$ cat src/rtl/systolic_output_deskew_if.sv
// Bus bundle between the skewed systolic result stream, the deskew FIFO
// and the downstream consumer.
interface systolic_output_deskew_if #(
  parameter int data_size = 16,
  parameter int size      = 3
);
  logic [data_size*size-1:0] acc_z_to_z;
  logic                      in_valid;
  logic [data_size*size-1:0] out_z;
  logic                      out_valid;
  logic                      out_ready;
  logic                      overflow;
  logic [15:0]               word_count;

  modport slave (
    input  acc_z_to_z, in_valid, out_ready,
    output out_z, out_valid, overflow, word_count
  );

  modport master (
    output acc_z_to_z, in_valid, out_ready,
    input  out_z, out_valid, overflow, word_count
  );
endinterface

$ cat src/rtl/systolic_output_deskew.sv
// Realigns the lane-skewed systolic result vector into whole words and
// buffers them in a small FIFO with a valid/ready output.
module systolic_output_deskew #(
  parameter int data_size  = 16,
  parameter int size       = 3,
  parameter int fifo_depth = 4
) (
  input  logic                    clk,
  input  logic                    reset,
  systolic_output_deskew_if.slave bus
);
  localparam int AW = $clog2(fifo_depth);
  localparam int PW = AW + 1;
  localparam int WW = data_size * size;

  logic [WW-1:0]   aligned_word;
  logic [size-2:0] vld_q, vld_d;
  logic            push_en;

  logic [PW-1:0]   wr_ptr_q, wr_ptr_d;
  logic [PW-1:0]   rd_ptr_q, rd_ptr_d;
  logic [WW-1:0]   mem_q [fifo_depth];
  logic [WW-1:0]   mem_d [fifo_depth];
  logic            overflow_q, overflow_d;
  logic [15:0]     word_count_q, word_count_d;

  logic            empty_s, full_s, pop_s, push_s;

  // Lane k is delayed size-1-k cycles so every lane of a word meets lane size-1.
  for (genvar k = 0; k < size; k++) begin : g_lane
    localparam int depth = size - 1 - k;
    logic [data_size-1:0] lane_in;
    assign lane_in = bus.acc_z_to_z[data_size*(size-k)-1 -: data_size];

    if (depth == 0) begin : g_direct
      assign aligned_word[data_size*(size-k)-1 -: data_size] = lane_in;
    end else begin : g_pipe
      logic [data_size-1:0] pipe_q [depth];
      logic [data_size-1:0] pipe_d [depth];

      always_comb begin
        pipe_d[0] = lane_in;
        for (int s = 1; s < depth; s++) begin
          pipe_d[s] = pipe_q[s-1];
        end
      end

      always_ff @(posedge clk) begin
        pipe_q <= pipe_d;
      end

      assign aligned_word[data_size*(size-k)-1 -: data_size] = pipe_q[depth-1];
    end
  end

  always_comb begin
    vld_d    = vld_q;
    vld_d[0] = bus.in_valid;
    for (int i = 1; i < size - 1; i++) begin
      vld_d[i] = vld_q[i-1];
    end
  end

  assign push_en = vld_q[size-2];

  // A push into a full FIFO only survives if the head leaves on the same edge.
  always_comb begin
    empty_s      = (wr_ptr_q == rd_ptr_q);
    full_s       = ((wr_ptr_q - rd_ptr_q) == PW'(fifo_depth));
    pop_s        = !empty_s && bus.out_ready;
    push_s       = push_en && (!full_s || pop_s);

    wr_ptr_d     = wr_ptr_q;
    rd_ptr_d     = rd_ptr_q;
    mem_d        = mem_q;
    word_count_d = word_count_q;

    if (push_s) begin
      wr_ptr_d                = wr_ptr_q + PW'(1);
      mem_d[wr_ptr_q[AW-1:0]] = aligned_word;
    end else begin
      wr_ptr_d = wr_ptr_q;
    end

    if (pop_s) begin
      rd_ptr_d     = rd_ptr_q + PW'(1);
      word_count_d = word_count_q + 16'd1;
    end else begin
      rd_ptr_d     = rd_ptr_q;
    end

    overflow_d = overflow_q | (push_en & full_s & ~pop_s);
  end

  always_ff @(posedge clk) begin
    if (reset) begin
      vld_q        <= '0;
      wr_ptr_q     <= '0;
      rd_ptr_q     <= '0;
      overflow_q   <= 1'b0;
      word_count_q <= 16'd0;
    end else begin
      vld_q        <= vld_d;
      wr_ptr_q     <= wr_ptr_d;
      rd_ptr_q     <= rd_ptr_d;
      overflow_q   <= overflow_d;
      word_count_q <= word_count_d;
    end
  end

  always_ff @(posedge clk) begin
    mem_q <= mem_d;
  end

  assign bus.out_valid  = !empty_s;
  assign bus.out_z      = empty_s ? {WW{1'b0}} : mem_q[rd_ptr_q[AW-1:0]];
  assign bus.overflow   = overflow_q;
  assign bus.word_count = word_count_q;
endmodule

$ cat src/flat_wrapper.sv
// flat-port wrapper written by rule: the top's interface ports become plain ports
module systolic_output_deskew_flat 
#(
  parameter int data_size  = 16,
  parameter int size       = 3,
  parameter int fifo_depth = 4
)
  (clk, reset, bus_acc_z_to_z, bus_in_valid, bus_out_ready, bus_out_z, bus_out_valid, bus_overflow, bus_word_count);
  systolic_output_deskew_if #(.data_size(data_size), .size(size)) bus_i ();
  input  logic clk;
  input  logic reset;
  input wire logic [$bits(bus_i.acc_z_to_z)-1:0] bus_acc_z_to_z;
  input wire logic [$bits(bus_i.in_valid)-1:0] bus_in_valid;
  input wire logic [$bits(bus_i.out_ready)-1:0] bus_out_ready;
  output wire logic [$bits(bus_i.out_z)-1:0] bus_out_z;
  output wire logic [$bits(bus_i.out_valid)-1:0] bus_out_valid;
  output wire logic [$bits(bus_i.overflow)-1:0] bus_overflow;
  output wire logic [$bits(bus_i.word_count)-1:0] bus_word_count;
  assign bus_i.acc_z_to_z = bus_acc_z_to_z;
  assign bus_i.in_valid = bus_in_valid;
  assign bus_i.out_ready = bus_out_ready;
  assign bus_out_z = bus_i.out_z;
  assign bus_out_valid = bus_i.out_valid;
  assign bus_overflow = bus_i.overflow;
  assign bus_word_count = bus_i.word_count;
  systolic_output_deskew #(.data_size(data_size), .size(size), .fifo_depth(fifo_depth)) u_core (.clk(clk), .reset(reset), .bus(bus_i));
endmodule
$ cat config.mk
export PLATFORM = sky130hd
export DESIGN_NAME = systolic_output_deskew_flat
export DESIGN_NICKNAME = d
export VERILOG_FILES = /design/src/rtl/systolic_output_deskew_if.sv /design/src/rtl/systolic_output_deskew.sv /design/src/flat_wrapper.sv
export SDC_FILE = /design/constraint.sdc
export NUM_CORES = 1
export LEC_CHECK = 0
export ABC_AREA = 1
export CAP_MARGIN = 15
export CORE_UTILIZATION = 34
export CTS_CLUSTER_DIAMETER = 200
export DETAILED_ROUTE_END_ITERATION = 10
export PLACE_DENSITY_LB_ADDON = 0.1
export SLEW_MARGIN = 20
export SYNTH_ARGS = -nofsm -noshare
export SYNTH_HDL_FRONTEND = slang
export SYNTH_SLANG_ARGS = --single-unit
$ cat constraint.sdc
create_clock -name clk -period 5.85 [get_ports clk]
set_input_delay 1.4625 -clock clk [delete_from_list [all_inputs] [get_ports clk]]
set_output_delay 1.4625 -clock clk [all_outputs]
set_load 0.005 [all_outputs]
### Word-level counts from Yosys, hierarchy flattened

Cells that the tools add are included.

| storage, ports and cells | value |
|---|---|
| bits of input ports | 52 |
| bits in registers | 265 |

| cells by class | value |
|---|---|
| bitwise gates (word level) | 6 |
| muxes and demuxes | 7 |
| reduce and logical (&&, ||, !) cells | 6 |
| order comparisons | 3 |
| add/subtract/negate cells | 4 |
| equality and inequality tests | 2 |

Operators with widths:

| operator | count |
|---|---|
| $bwmux 192 | 1 |
| $mux 48 | 4 |
| $bmux 48 s2 | 1 |
| $demux 48 s2 | 1 |
| $add 16x1->16 const B | 1 |
| $add 3x1->3 const B | 2 |
| $ge 3x3->1 const B | 2 |
| $not 2->3 | 2 |
| $eq 3x3->1 | 1 |
| $eq 3x3->1 const B | 1 |
| $logic_and 1x1->1 | 3 |
| $lt 3x1->1 const B | 1 |
| $sub 3x3->3 | 1 |
| $and 1x1->1 | 2 |
| $logic_not 1->1 | 2 |
| $logic_or 1x1->1 | 1 |
| $not 1->1 | 1 |
| $or 1x1->1 | 1 |

### Logic depth before layout (Yosys ltp)

| logic depth | value |
|---|---|
| depth after elaboration | 6 |
| mapped depth | 12 |
| depth with buffers taken out | 12 |

### Worst setup path after synthesis

OpenSTA, ideal clock, no wires.

| timing | value |
|---|---|
| path type | input to register |
| start point | input port bus_out_ready |
| end point | register u_core.mem_q[0] (netlist bit), enable pin |
| slack | 1.477 ns |
| library setup time | 0.470 ns |
| data required time | 5.380 ns |
| arrival | 3.903 ns |
| cell stages on the path | 2 |
| buffers on the path | 0 |
| cell sequence | a21oi_4 -> a21oi_1 |

| on the way | value |
|---|---|
| cells in the longest elaborated chain, start to end | 3 |

Ends and longest elaborated chain:

| what | line | source |
|---|---|---|
| from (decl) | flat_wrapper.sv:14 | `input wire logic [$bits(bus_i.out_ready)-1:0] bus_out_ready;` |
| $logic_and 1x1->1 | systolic_output_deskew.sv:70 | `pop_s = !empty_s && bus.out_ready;` |
| $logic_or 1x1->1 | systolic_output_deskew.sv:71 | `push_s = push_en && (!full_s \|\| pop_s);` |
| $logic_and 1x1->1 | systolic_output_deskew.sv:71 |  |
| to (signal assigned) | systolic_output_deskew.sv:112 | `mem_q <= mem_d;` |
| to (decl) | systolic_output_deskew.sv:22 | `logic [WW-1:0] mem_q [fifo_depth];` |

No other way between the ends.
A chain may end at the register's enable or synchronous reset.

### Worst setup path after layout

| timing | value |
|---|---|
| start point | register u_core.rd_ptr_q[0] |
| end point | output port bus_out_z[4] |

| on the way | value |
|---|---|
| cells in the longest elaborated chain, start to end | 5 |

Ends and longest elaborated chain:

| what | line | source |
|---|---|---|
| from (decl) | systolic_output_deskew.sv:21 | `logic [PW-1:0] rd_ptr_q, rd_ptr_d;` |
| from (signal assigned) | systolic_output_deskew.sv:105 | `rd_ptr_q <= rd_ptr_d;` |
| $not 2->3 (implied by the code) | systolic_output_deskew.sv:116 | `assign bus.out_z = empty_s ? {WW{1'b0}} : mem_q[rd_ptr_q[AW-1:0]];` |
| $bmux 48 s2 | systolic_output_deskew.sv:116 |  |
| $mux 48 (implied by the code) (2 in series) | systolic_output_deskew.sv:116 |  |
| $mux 48 * | systolic_output_deskew.sv:116 |  |
| to (decl) | flat_wrapper.sv:15 | `output wire logic [$bits(bus_i.out_z)-1:0] bus_out_z;` |

Mark *: on every way between the ends. The rest lies on a longest branch, timed or not. The select of a mux whose other input is x is not followed.

==> out/metrics.csv <==
stage;metric;value;unit
clocking;Worst-path clk slew;60;ps
power_and_ir_drop;leakage;4.29;nW
clocking;CTS H-Tree Depth;1;
placement;# placed instances;1288;
finish;most frequent cells in the layout;nor2_1 (218), edfxtp_1 (192), clkdlybuf4s50_1 (117);
finish;final-layout fill cell count;2688;
placement;DP HPWL;12.0;mm
clocking;Root Driver;clkbuf_16;
die;Ports;118;
outcome;status;finished, final reports clean;
clocking;Max clock buf depth;3;
logic_synthesis;Avg Inst Size Synth;12.0;µm²
placement;Placement Cell Area;11400;µm²
sta;worst relative slew slack;37.2;%
grt;vias in the first global route;5942;
die;initial cell density of the core;35.0;%
logic_synthesis;area leader, netlist;edfxtp_1;
worst_setup_path;critical path cell sequence;ha_1 -> nand2_1 -> inv_1 -> nand3_4 -> clkinv_2 -> a21oi_1 -> clkdlybuf4s50_1;
logic_synthesis;post-synth top area share;58.7;%
logic_synthesis;post-synthesis instance total;822;
grt;total grt overflow;0;
placement;gp weighted congestion;0.738;
worst_setup_path;critical path class;flip-flop to primary output;
finish;final instance area;12400;µm²
clocking;Post-CTS Resized;0;
logic_synthesis;FFs w/ async S/R, synth;0;%
sta;post-route setup TNS;0;ps
routing;via density per instance;4.55;
clocking;Hold-fix buffers, CTS;0;
sta;fin crit share;88.3;%
sta;Final Hold Viols;0;
die;Die Y-Extent;172;µm
grt;Tot GR Track Use;14.8;%
worst_setup_path;Startpoint Class;flip-flop;
die;Std-Cell Rows;61;
clocking;CTS tree;built;
sta;RSZ-0062 raised after global routing;no;
worst_hold_path;worst hold path class;flip-flop to flip-flop;
worst_setup_path;CP arrival;3700;ps
job;max cap viols;0;
die;DIE AREA;29600;µm²
sta;worst clock skew;11.2;ps
logic_synthesis;Seq/Total Area, Yosys;73.5;%
placement;IO Port Bufs;117;
power_and_ir_drop;Power Dens Cells;402;nW/µm²
clocking;TritonCTS Buffers;29;
sta;final setup fails;0;
logic_synthesis;Post-Syn Nets;882;
worst_setup_path;Worst Setup End Kind;primary output;
finish;most common cell after layout, fill and taps aside;nor2_1;
worst_setup_path;WP buf/inv;3;
sta;Slew Viols, Final;0;
sta;fmax;194;MHz
routing;Vias;6102;
worst_setup_path;critical path fanouts, max;48;
clocking;clk_lat worst skew;530;ps
logic_synthesis;top_reg_cell synth;edfxtp_1;
sta;Worst-Margin Slew;939;ps
logic_synthesis;Synth cell types;34;
routing;Wirelength per Cell;16.0;µm
grt;initial antenna violation count;0;
grt;largest net degree at the start of global routing;54;
logic_synthesis;synth warn;0;
finish;antenna cells;0;
worst_setup_path;CP top delay family;buffers and inverters;
logic_synthesis;Post-synth EDFFs;192;
power_and_ir_drop;Tot Pwr;0.00498;W
die;Die Wd;172;µm
clocking;postcts setup bufs;0;
clocking;number of clock sinks;265;
logic_synthesis;post-synthesis cell area;9830;µm²
finish;P&R area growth vs syn;25.8;%
finish;layout cells sized above 1;9.24;%
routing;routed wire length;21.5;mm
finish;final core area utilization;44.0;%
routing;drt pass-1 iters;5;
grt;first-pass GRT wire length;33.4;mm
routing;Antenna Nets Post-Route;0;
logic_synthesis;Synth area leaders;edfxtp_1 (59%), dfxtp_1 (15%), nor2_1 (8.4%);
finish;nets;1001;
power_and_ir_drop;worst IR drop on VDD;190;µV
routing;1st-iter DRT viols;416;
finish;fin cells;1341;
routing;DRC;0;
die;CORE AREA;28100;µm²
worst_setup_path;CP max stage cell;dfxtp_4;
worst_setup_path;Required @ worst endpoint;4390;ps
logic_synthesis;#FFs+latches synth;265;
sta;Tmin final;5170;ps
worst_setup_path;delay of the slowest critical-path stage;700;ps
==> layout make-up <==
cell class              instances  area, µm²  area share (%)
clock buffers                  38        842            6.81
clock inverters                15        133            1.07
inverters                      41        155            1.25
multi-input cells             477       2270            18.4
flip-flops and latches        265       7230            58.5
well taps                     378        473            3.83
repair buffers                127       1260            10.2
==> flip-flops by register name, summed over array words and instances (netlist names) <==
| name | cells |
|---|---|
| u_core.mem_q | 192 |
| u_core.aligned_word | 16 |
| u_core.bus.word_count | 16 |
| u_core.g_lane.g_pipe.pipe_d | 16 |
| u_core.g_lane.g_pipe.pipe_q | 16 |
| u_core.rd_ptr_q | 3 |
| u_core.wr_ptr_q | 3 |
| u_core.vld_q | 2 |
| u_core.bus.overflow | 1 |
==> Yosys cell counts, types with 2 or more instances <==
library cell and count:
nor3_1 3, nor2_4 4, buf_2 13, xnor2_1 2
o21ai_1 22, clkbuf_1 14, nand3_1 9, nand2_1 42
inv_1 36, dfxtp_1 73, buf_4 8, o21ai_0 84
edfxtp_1 192, ha_1 8, nand4_1 4, nand2_2 8
nor2_1 221, inv_2 5, a21oi_1 59
==> worst paths after layout <==
path	start	end	slack [ps]	depth (start not counted)
max	u_core.rd_ptr_q[0]$_SDFFE_PP0P_	bus_out_z[4]	680	7
max reg2reg	u_core.rd_ptr_q[0]$_SDFFE_PP0P_	u_core.mem_q[61]$_DFFE_PP_	2900	10
min	u_core.g_lane[0].g_pipe.pipe_d[13]$_DFF_P_	u_core.aligned_word[45]$_DFF_P_	320	0
min reg2reg	u_core.g_lane[0].g_pipe.pipe_d[13]$_DFF_P_	u_core.aligned_word[45]$_DFF_P_	320	0
==> where the power goes <==
group          total [W]  internal (W)  switching, W
clock            0.00182       0.00110      0.000717
combinational    0.00103      0.000452      0.000579
sequential       0.00213       0.00207     0.0000550
total            0.00498       0.00363       0.00135
==> metrics by stage <==
step / hold slack (ps) / setup slack [ps]
floorplan: 310 / 1480
detailed placement: 312 / 1490
CTS: 325 / 914
finish: 324 / 685
global route: 327 / 391
global placement: 311 / 1510
==> per-layer routing <==
layer / vias to the layer above / GRT usage, % / routed length (µm)
met4: 0 / 3.50 / 303
li1: 3055 / - / -
met5: - / 0 / 0
met1: 2885 / 20.3 / 10200
met3: 25 / 2.33 / 1020
met2: 137 / 24.5 / 10000
==> worst reg2reg max path, delay by kind of cell (launching register included) <==
kind	cells	cell delay, ps
buffers and inverters	2	600
adders and majority gates	1	240
DFF	1	700
and+or+nand+nor	7	1030
==> kinds of logic (layout without fill, tap and decap cells) <==
logic type	Yosys count	count (layout)	synth area share, %
AOI/OAI and AO/OA	168	168	8.77
buffers and inverters	80	221	3.73
and+or+nand+nor	298	298	12.7
adders and majority gates	8	8	1.02
DFF	265	265	73.5
xor gates and xnor gates	3	3	0.267
(Power assumes the default switching activity.)
